--- config.mk ---
export PLATFORM = sky130hd
export DESIGN_NAME = muldiv
export DESIGN_NICKNAME = d
export VERILOG_FILES = /design/src/rtl/muldiv.sv
export SDC_FILE = /design/constraint.sdc
export NUM_CORES = 1
export LEC_CHECK = 0
export CORE_ASPECT_RATIO = 0.8
export CORE_MARGIN = 2
export CORE_UTILIZATION = 25
export CTS_BUF_LIST = sky130_fd_sc_hd__clkbuf_4 sky130_fd_sc_hd__clkbuf_8 sky130_fd_sc_hd__clkbuf_16
export DETAILED_ROUTE_END_ITERATION = 10
export PLACE_DENSITY_LB_ADDON = 0.3
export SETUP_SLACK_MARGIN = 0.02
export SKIP_LAST_GASP = 1
export SYNTH_ARGS = -nofsm -noshare
export SYNTH_HDL_FRONTEND = slang
export SYNTH_SLANG_ARGS = --single-unit
export TNS_END_PERCENT = 50
--- constraint.sdc ---
create_clock -name i_clk -period 12.34 [get_ports i_clk]
set_input_delay 2.468 -clock i_clk [delete_from_list [all_inputs] [get_ports i_clk]]
set_output_delay 2.468 -clock i_clk [all_outputs]
set_load 0.005 [all_outputs]
--- src/rtl/muldiv.sv ---
// muldiv: iterative RISC-V M-extension multiply/divide unit.
// Multiply is radix-2 shift-add and divide is radix-2 restoring.
// Both run on operand magnitudes, and the sign is fixed up on the last step.
// A divide by zero, or the signed overflow case (most-negative / -1), finishes
// the cycle after accept.
// Optional macro MULDIV_FAST_MUL_EN: all four multiply ops use a single-cycle
// combinational product and complete like the early-out divide cases.
module muldiv #(
    parameter int XLEN = 32
) (
    input  logic            i_clk,
    input  logic            i_rst,
    input  logic            i_valid,
    output logic            o_ready,
    input  logic [2:0]      i_op,
    input  logic [XLEN-1:0] i_a,
    input  logic [XLEN-1:0] i_b,
    input  logic            i_flush,
    output logic            o_valid,
    input  logic            i_ready,
    output logic [XLEN-1:0] o_result
);

    localparam int CW = $clog2(XLEN);
    localparam logic [XLEN-1:0] MOST_NEG = {1'b1, {(XLEN-1){1'b0}}};
    localparam logic [CW-1:0]   LAST     = CW'(XLEN - 1);

    typedef enum logic [1:0] {IDLE, BUSY, DONE} state_t;

    state_t            state, state_nxt;
    logic [CW-1:0]     cnt;
    logic [XLEN-1:0]   res;

    // Operation context captured at accept.
    logic [2:0]        op;
    logic              neg;
    logic [XLEN-1:0]   hi, lo, opb;

    // Request decode and operand preparation.
    logic              accept, a_signed, b_signed, a_neg, b_neg, neg_in;
    logic [XLEN-1:0]   a_mag, b_mag;
    logic              div_zero, div_ovf, early;
    logic [XLEN-1:0]   early_res;

    // One iteration step, plus the sign-corrected final result.
    logic [XLEN:0]     msum, shifted, diff;
    logic              ge;
    logic [XLEN-1:0]   hi_n, lo_n, qr, fin;
    logic [2*XLEN-1:0] prod, pfix;
    logic              last;

`ifdef MULDIV_FAST_MUL_EN
    logic [2*XLEN-1:0] fprod;
`endif

    assign o_ready  = (state == IDLE);
    assign o_valid  = (state == DONE);
    assign o_result = res;
    assign accept   = i_valid && (state == IDLE) && !i_flush;
    assign last     = (cnt == LAST);

    // Decode signedness, form magnitudes and detect the early-out cases.
    always_comb begin
        a_signed  = (i_op == 3'b001) || (i_op == 3'b010) || (i_op == 3'b100) || (i_op == 3'b110);
        b_signed  = (i_op == 3'b001) || (i_op == 3'b100) || (i_op == 3'b110);
        a_neg     = a_signed && i_a[XLEN-1];
        b_neg     = b_signed && i_b[XLEN-1];
        a_mag     = a_neg ? -i_a : i_a;
        b_mag     = b_neg ? -i_b : i_b;
        // The remainder follows the dividend; everything else is the product of signs.
        neg_in    = (i_op == 3'b110) ? a_neg : (a_neg ^ b_neg);
        div_zero  = i_op[2] && (i_b == '0);
        div_ovf   = ((i_op == 3'b100) || (i_op == 3'b110)) && (i_a == MOST_NEG) && (&i_b);
        early     = div_zero || div_ovf;
        early_res = '0;
        if (div_zero)
            early_res = i_op[1] ? i_a : '1;
        else if (div_ovf)
            early_res = i_op[1] ? '0 : MOST_NEG;
`ifdef MULDIV_FAST_MUL_EN
        fprod = {{XLEN{a_neg}}, i_a} * {{XLEN{b_neg}}, i_b};
        if (!i_op[2]) begin
            early     = 1'b1;
            early_res = (i_op[1:0] == 2'b00) ? fprod[XLEN-1:0] : fprod[2*XLEN-1:XLEN];
        end
`endif
    end

    // Iteration step: shift-add for multiply, restoring subtract for divide.
    always_comb begin
        msum    = {1'b0, hi} + (lo[0] ? {1'b0, opb} : '0);
        shifted = {hi, lo[XLEN-1]};
        diff    = shifted - {1'b0, opb};
        ge      = !diff[XLEN];
        if (op[2]) begin
            hi_n = ge ? diff[XLEN-1:0] : shifted[XLEN-1:0];
            lo_n = {lo[XLEN-2:0], ge};
        end else begin
            hi_n = msum[XLEN:1];
            lo_n = {msum[0], lo[XLEN-1:1]};
        end
        prod = {hi_n, lo_n};
        pfix = neg ? -prod : prod;
        qr   = op[1] ? hi_n : lo_n;
        if (op[2])
            fin = neg ? -qr : qr;
        else
            fin = (op[1:0] == 2'b00) ? pfix[XLEN-1:0] : pfix[2*XLEN-1:XLEN];
    end

    // Next-state logic; flush overrides accept and result handoff.
    always_comb begin
        state_nxt = state;
        if (i_flush) begin
            state_nxt = IDLE;
        end else begin
            case (state)
                IDLE:    if (accept) state_nxt = early ? DONE : BUSY;
                BUSY:    if (last) state_nxt = DONE;
                DONE:    if (i_ready) state_nxt = IDLE;
                default: state_nxt = IDLE;
            endcase
        end
    end

    // State register.
    always_ff @(posedge i_clk or posedge i_rst) begin
        if (i_rst) state <= IDLE;
        else       state <= state_nxt;
    end

    // Iteration counter and result register; the result is zero outside DONE.
    always_ff @(posedge i_clk or posedge i_rst) begin
        if (i_rst) begin
            cnt <= '0;
            res <= '0;
        end else if (i_flush) begin
            cnt <= '0;
            res <= '0;
        end else begin
            cnt <= (state == BUSY && !last) ? cnt + 1'b1 : '0;
            case (state)
                IDLE:    if (accept && early) res <= early_res;
                BUSY:    if (last) res <= fin;
                DONE:    if (i_ready) res <= '0;
                default: res <= '0;
            endcase
        end
    end

    // Datapath registers: load magnitudes on accept, then step while busy.
    always_ff @(posedge i_clk) begin
        if (accept) begin
            op  <= i_op;
            neg <= neg_in;
            hi  <= '0;
            lo  <= i_op[2] ? a_mag : b_mag;
            opb <= i_op[2] ? b_mag : a_mag;
        end else if (state == BUSY) begin
            hi  <= hi_n;
            lo  <= lo_n;
        end
    end

endmodule

# After elaboration in Yosys (flattened, before gate mapping)
# Cells that the tools add are included.
# totals
inputBits,72
word_cells,87
regBits,139
output_inout_bits,34
# classes
eq_ne,12
add_sub_neg,7
n_reduce_logical,26
n_mux,33
n_bitwise,1
# ops
op,count
$mux 32,22
$neg 32->32,3
$pmux 32 s3,1
$mux 64,1
$neg 64->64,1
$add 32x32->33,1
$sub 33x32->33,1
$eq 32x32->1 const B,1
$logic_not 32->1,1
$reduce_and 32->1,1
$mux 2,5
$mux 5,2
$logic_and 1x1->1,9
$logic_or 1x1->1,7
$eq 3x3->1 const B,2
$ne 3x1->1 const B,2
$pmux 2 s3,1
$reduce_and 3->1,2
$add 5x1->5 const B,1
$eq 5x5->1 const B,1
$logic_not 2->1,2
$eq 3x1->1 const B,1
$eq 3x2->1 const B,1
$logic_not 1->1,3
other kinds (7),7

# Longest topological paths before layout
# logic_depth
depth_word,10
depth_mapped,25
ltp_nobuf,23

# Least setup slack after synthesis
# OpenSTA, ideal clock, no wires.
# synth_timing
kind,register -> register
start,register lo[31]
end,register res[16] (netlist: o_result[16])
n_path_buf,2
setup_ps,69
required_time_ps,12271
stages_incl_launch_ff,26
setup_slack_ps,6401
arrival_ps,5870
period_less_slack_ps,5939
path_cell_list,edfxtp_1 -> inv_1 -> ha_1 -> inv_1 -> fa_1 -> a211oi_2 -> o211ai_1 -> and3_4 -> o211ai_2 -> nand3_1 -> clkbuf_1 -> a31oi_2 -> ha_1 -> nand3_1 -> nor3_2 -> nand4_1 -> or2_2 -> clkbuf_1 -> nor2_1 -> o311ai_1 -> or4_1 -> nor2_1 -> nand2_1 -> or4_1 -> a31o_2 -> nand3_1
# synth_via
elab_chain_cells,10
word_cells_on_any_way,15
classes_between,3 x add/sub; 11 x mux; 1 x reduce/logical
# synth_rtl
item,line_no,source
from (decl),37,"logic [XLEN-1:0] hi, lo, opb;"
from (signal assigned),157,lo <= i_op[2] ? a_mag : b_mag;
from (signal assigned),161,lo <= lo_n;
$sub 33x32->33,93,"diff = shifted - {1'b0, opb};"
$mux 32 or $logic_not 1->1 (tied branches),"96, 94",
$mux 32,95,if (op[2]) begin
$neg 64->64 or $mux 32 (tied branches),"103, 104",
$mux 64 or $neg 32->32 (tied branches),"103, 106",
$mux 32 (on tied branches),"108, 106",
$mux 32 (*),105,if (op[2])
$mux 32 (*),144,BUSY: if (last) res <= fin;
$pmux 32 s3 (*),142,case (state)
$mux 32 (*),137,end else if (i_flush) begin
to (signal assigned),143,IDLE: if (accept && early) res <= early_res;
to (signal assigned),144,
to (decl),32,logic [XLEN-1:0] res;
# Mark *: on every way between the ends. The rest lies on a longest branch, timed or not. The select of a mux whose other input is x is not followed.
# A chain may end at the register's enable or synchronous reset.

# Final worst setup path
# layout_timing
start,register lo[31]
end,register res[26] (netlist: o_result[26])
# Same word-level chain as after synthesis.

==> impl_metrics.ini <==
[setup_path]
crit_fanout = 16
critPathArrivalTime_ns = 7.96
cp_data_required_time_ns = 12.67
end_kind = flip-flop
start_kind = flip-flop
crit_type = reg -> reg

[detailed_routing]
drt_iter0_drc = 2457
drc = 0
dr.pass1.iters = 6
vias = 18434
drt-total-wl_um = 78580
drt-vias-per-instance = 5.865
antenna_left = 0
wire_per_inst_um = 25.00

[floorplanning]
die_h_um = 235.0
rows = 84
core_mm2 = 0.06590
initial_core_util = 0.2531
die-area_mm2 = 0.06882
io-pin-count = 106
die_w_um = 292.8

[global_route]
grtUsageTotal = 0.2234
antenna_found_initial = 5
grt_pass1_wl_um = 116000
grt_overflow = 0
grt_pass1_vias = 17041
grt_max_degree = 113

[timing]
slew-limit-headroom = 0.1606
hold_viol_final = 0
clock_skew_ns = 0.01721
rsz0062_at_grt = false
finalSetupTns_ns = 0
setup_viol = 0
period_needed_ns = 7.630
max_freq_mhz = 131.1
slew_viol_final = 0
finalCritPeriodShare = 0.6183
worst_pin_slew_ns = 1.227

[placement]
gp_congestion = 0.9899
dp_hpwl_um = 63040
placed_cell_area_mm2 = 0.01863
place_inst = 3111
io_buffers = 105

[finish]
fin_area_mm2 = 0.01923
final_core_util = 0.2918
final_layout_size_suffix_gt1_frac = 0.06220
diodes = 0
fin_nets = 2415
stdcell_count = 3143
n_fill_cell = 7077
syn_to_final_growth_pct = 15.29

[outcome]
status = completed

[synthesis]
synth_area_mm2 = 0.01668
synth-edff-count = 68
synth_cell_types = 97
ys_top_cells_by_area = edfxtp_1 (12%), a21oi_1 (6.0%), dfrtp_1 (5.9%)
yosysWarnings = 0
syn_area_per_cell_um2 = 7.480
ys.flop_type = edfxtp_1
synth.most_common_cell = nand2_1
synth_top_cells_by_count = nand2_1 (245), nor2_1 (207), a21oi_1 (199), o21ai_0 (175), clkbuf_1 (91)
synth_top_area_share = 0.1224
syn_inst = 2230
yosysTopAreaCell = edfxtp_1
synth-seq-cells = 139
syn-num-nets = 2375
async_reset_ff_frac = 0.2806
synth_seq_area_share = 0.2193

[clock_tree]
cts_root_buf = clkbuf_16
cts_hold_buf = 0
cts_tree = done
clk_pin_slew_worst_paths_ns = 0.07
cts.path.max_buffers = 2
numCtsBuffers = 17
postCtsSetupBuffers = 0
htreeDepth = 4
cts_sinks = 139
cts_resized = 0
clkLatencyLatePin_ns = 0.46

[pwr]
power_leakage_nw = 7.283
p_per_area_mw_per_mm2 = 181.7
ir_worst_vdd_mv = 0.08397

[min_path]
min_path_type = reg -> reg

[job]
max_cap_violations = 0
final cells by class:
cell class / instances / area (um2) / area share
clock buffers: 19 / 464.2 / 0.02414
clock inverters: 13 / 138.9 / 0.007221
flip-flops and latches: 139 / 3659 / 0.1902
repair buffers: 143 / 1344 / 0.06987
multi-input cells: 1891 / 12260 / 0.6374
well taps: 860 / 1076 / 0.05595
inverters: 78 / 292.8 / 0.01522
path summary, 6_finish.rpt:
kind / start / slack (ns) / depth (start not counted) / endpoint
max: lo[31] / 4.71 / 24 / o_result[26]
min: cnt[0] / 0.47 / 1 / cnt[0]
max reg2reg: lo[31] / 4.71 / 24 / o_result[26]
min reg2reg: cnt[0] / 0.47 / 1 / cnt[0]
max in group asynchronous: i_rst / 9.37 / 3 / o_result[1]
min in group asynchronous: i_rst / 2.48 / 3 / state[1]
stage by stage:
| stage | power, mW | hold WS [ns] | worst slack (ns) |
|---|---|---|---|
| floorplan | 2.208 | 0.4311 | 6.401 |
| global placement | 2.865 | 0.4435 | 5.319 |
| detailed placement | 2.882 | 0.4651 | 5.074 |
| CTS | 3.447 | 0.4737 | 5.050 |
| global route | 3.715 | 0.4843 | 4.300 |
| finish | 3.494 | 0.4684 | 4.710 |
placed cells by master, fill, tap and decap left out, types with 14 or more instances in the layout:
cell / count
a21o_1: 21
xor2_1: 82
nor2b_1: 14
xnor2_1: 83
o211ai_1: 45
a211oi_1: 24
nor3_1: 51
dfxtp_1: 32
a21boi_0: 19
o21a_1: 20
nand2b_1: 25
nor2_1: 204
mux2_2: 18
a21oi_1: 198
nand4_1: 34
mux2i_1: 90
o21ai_0: 175
buf_4: 37
inv_1: 73
a31oi_1: 22
clkbuf_16: 18
nor4_1: 24
and2_1: 46
or3_1: 25
clkdlybuf4s50_1: 104
and3_1: 17
dfrtp_1: 39
or2_2: 18
ha_1: 71
edfxtp_1: 68
a22o_1: 22
o31ai_1: 25
nand3_1: 54
nand2_1: 245
report_power, final:
part | switching (mW) | internal [mW] | total [mW]
clock | 0.240 | 0.316 | 0.556
combinational | 1.47 | 0.775 | 2.24
sequential | 0.125 | 0.569 | 0.694
total | 1.83 | 1.66 | 3.49
per-layer routing:
metal	routed length, um	global-route usage	vias to the layer above
li1	-	-	8382
met1	36940	0.3327	9089
met2	32150	0.3152	859
met3	6926	0.04682	94
met4	2361	0.06884	10
met5	206	0.01603	-
critical path, cell delays in order (launching register included):
cell and delay (ns):
edfxtp_1 0.53, inv_1 0.10, ha_1 0.16, inv_1 0.05, fa_1 0.44, a211oi_2 0.29
o211ai_1 0.13, and3_4 0.22, o211ai_2 0.39, nand3_1 0.12, buf_4 0.23, a31oi_2 0.51
ha_1 0.34, nand3_1 0.16, nor3_2 0.49, nand4_1 0.34, or2_2 0.51, nor2_1 0.17
o311ai_1 0.23, nor4_1 0.57, nand3_1 0.52, nor4_2 0.44, mux2i_1 0.24, a221oi_1 0.10
nand3b_1 0.21
kinds of logic (layout without fill, tap and decap cells):
family / after synthesis / count (layout) / synth area share
and+or+nand+nor: 807 / 807 / 0.2336
AOI/OAI and AO/OA: 735 / 735 / 0.2883
buffers and inverters: 200 / 253 / 0.04680
xor gates and xnor gates: 165 / 165 / 0.08663
DFF: 139 / 139 / 0.2193
muxes: 111 / 111 / 0.06976
adders and majority gates: 73 / 73 / 0.05566
flip-flops by register name, summed over array words and instances, names as in the netlist:
signal    cells
neg           1
op            3
opb          32
state         2
o_result     32
lo           32
hi           32
cnt           5
No activity file was read; power rests on OpenSTA's default activity.
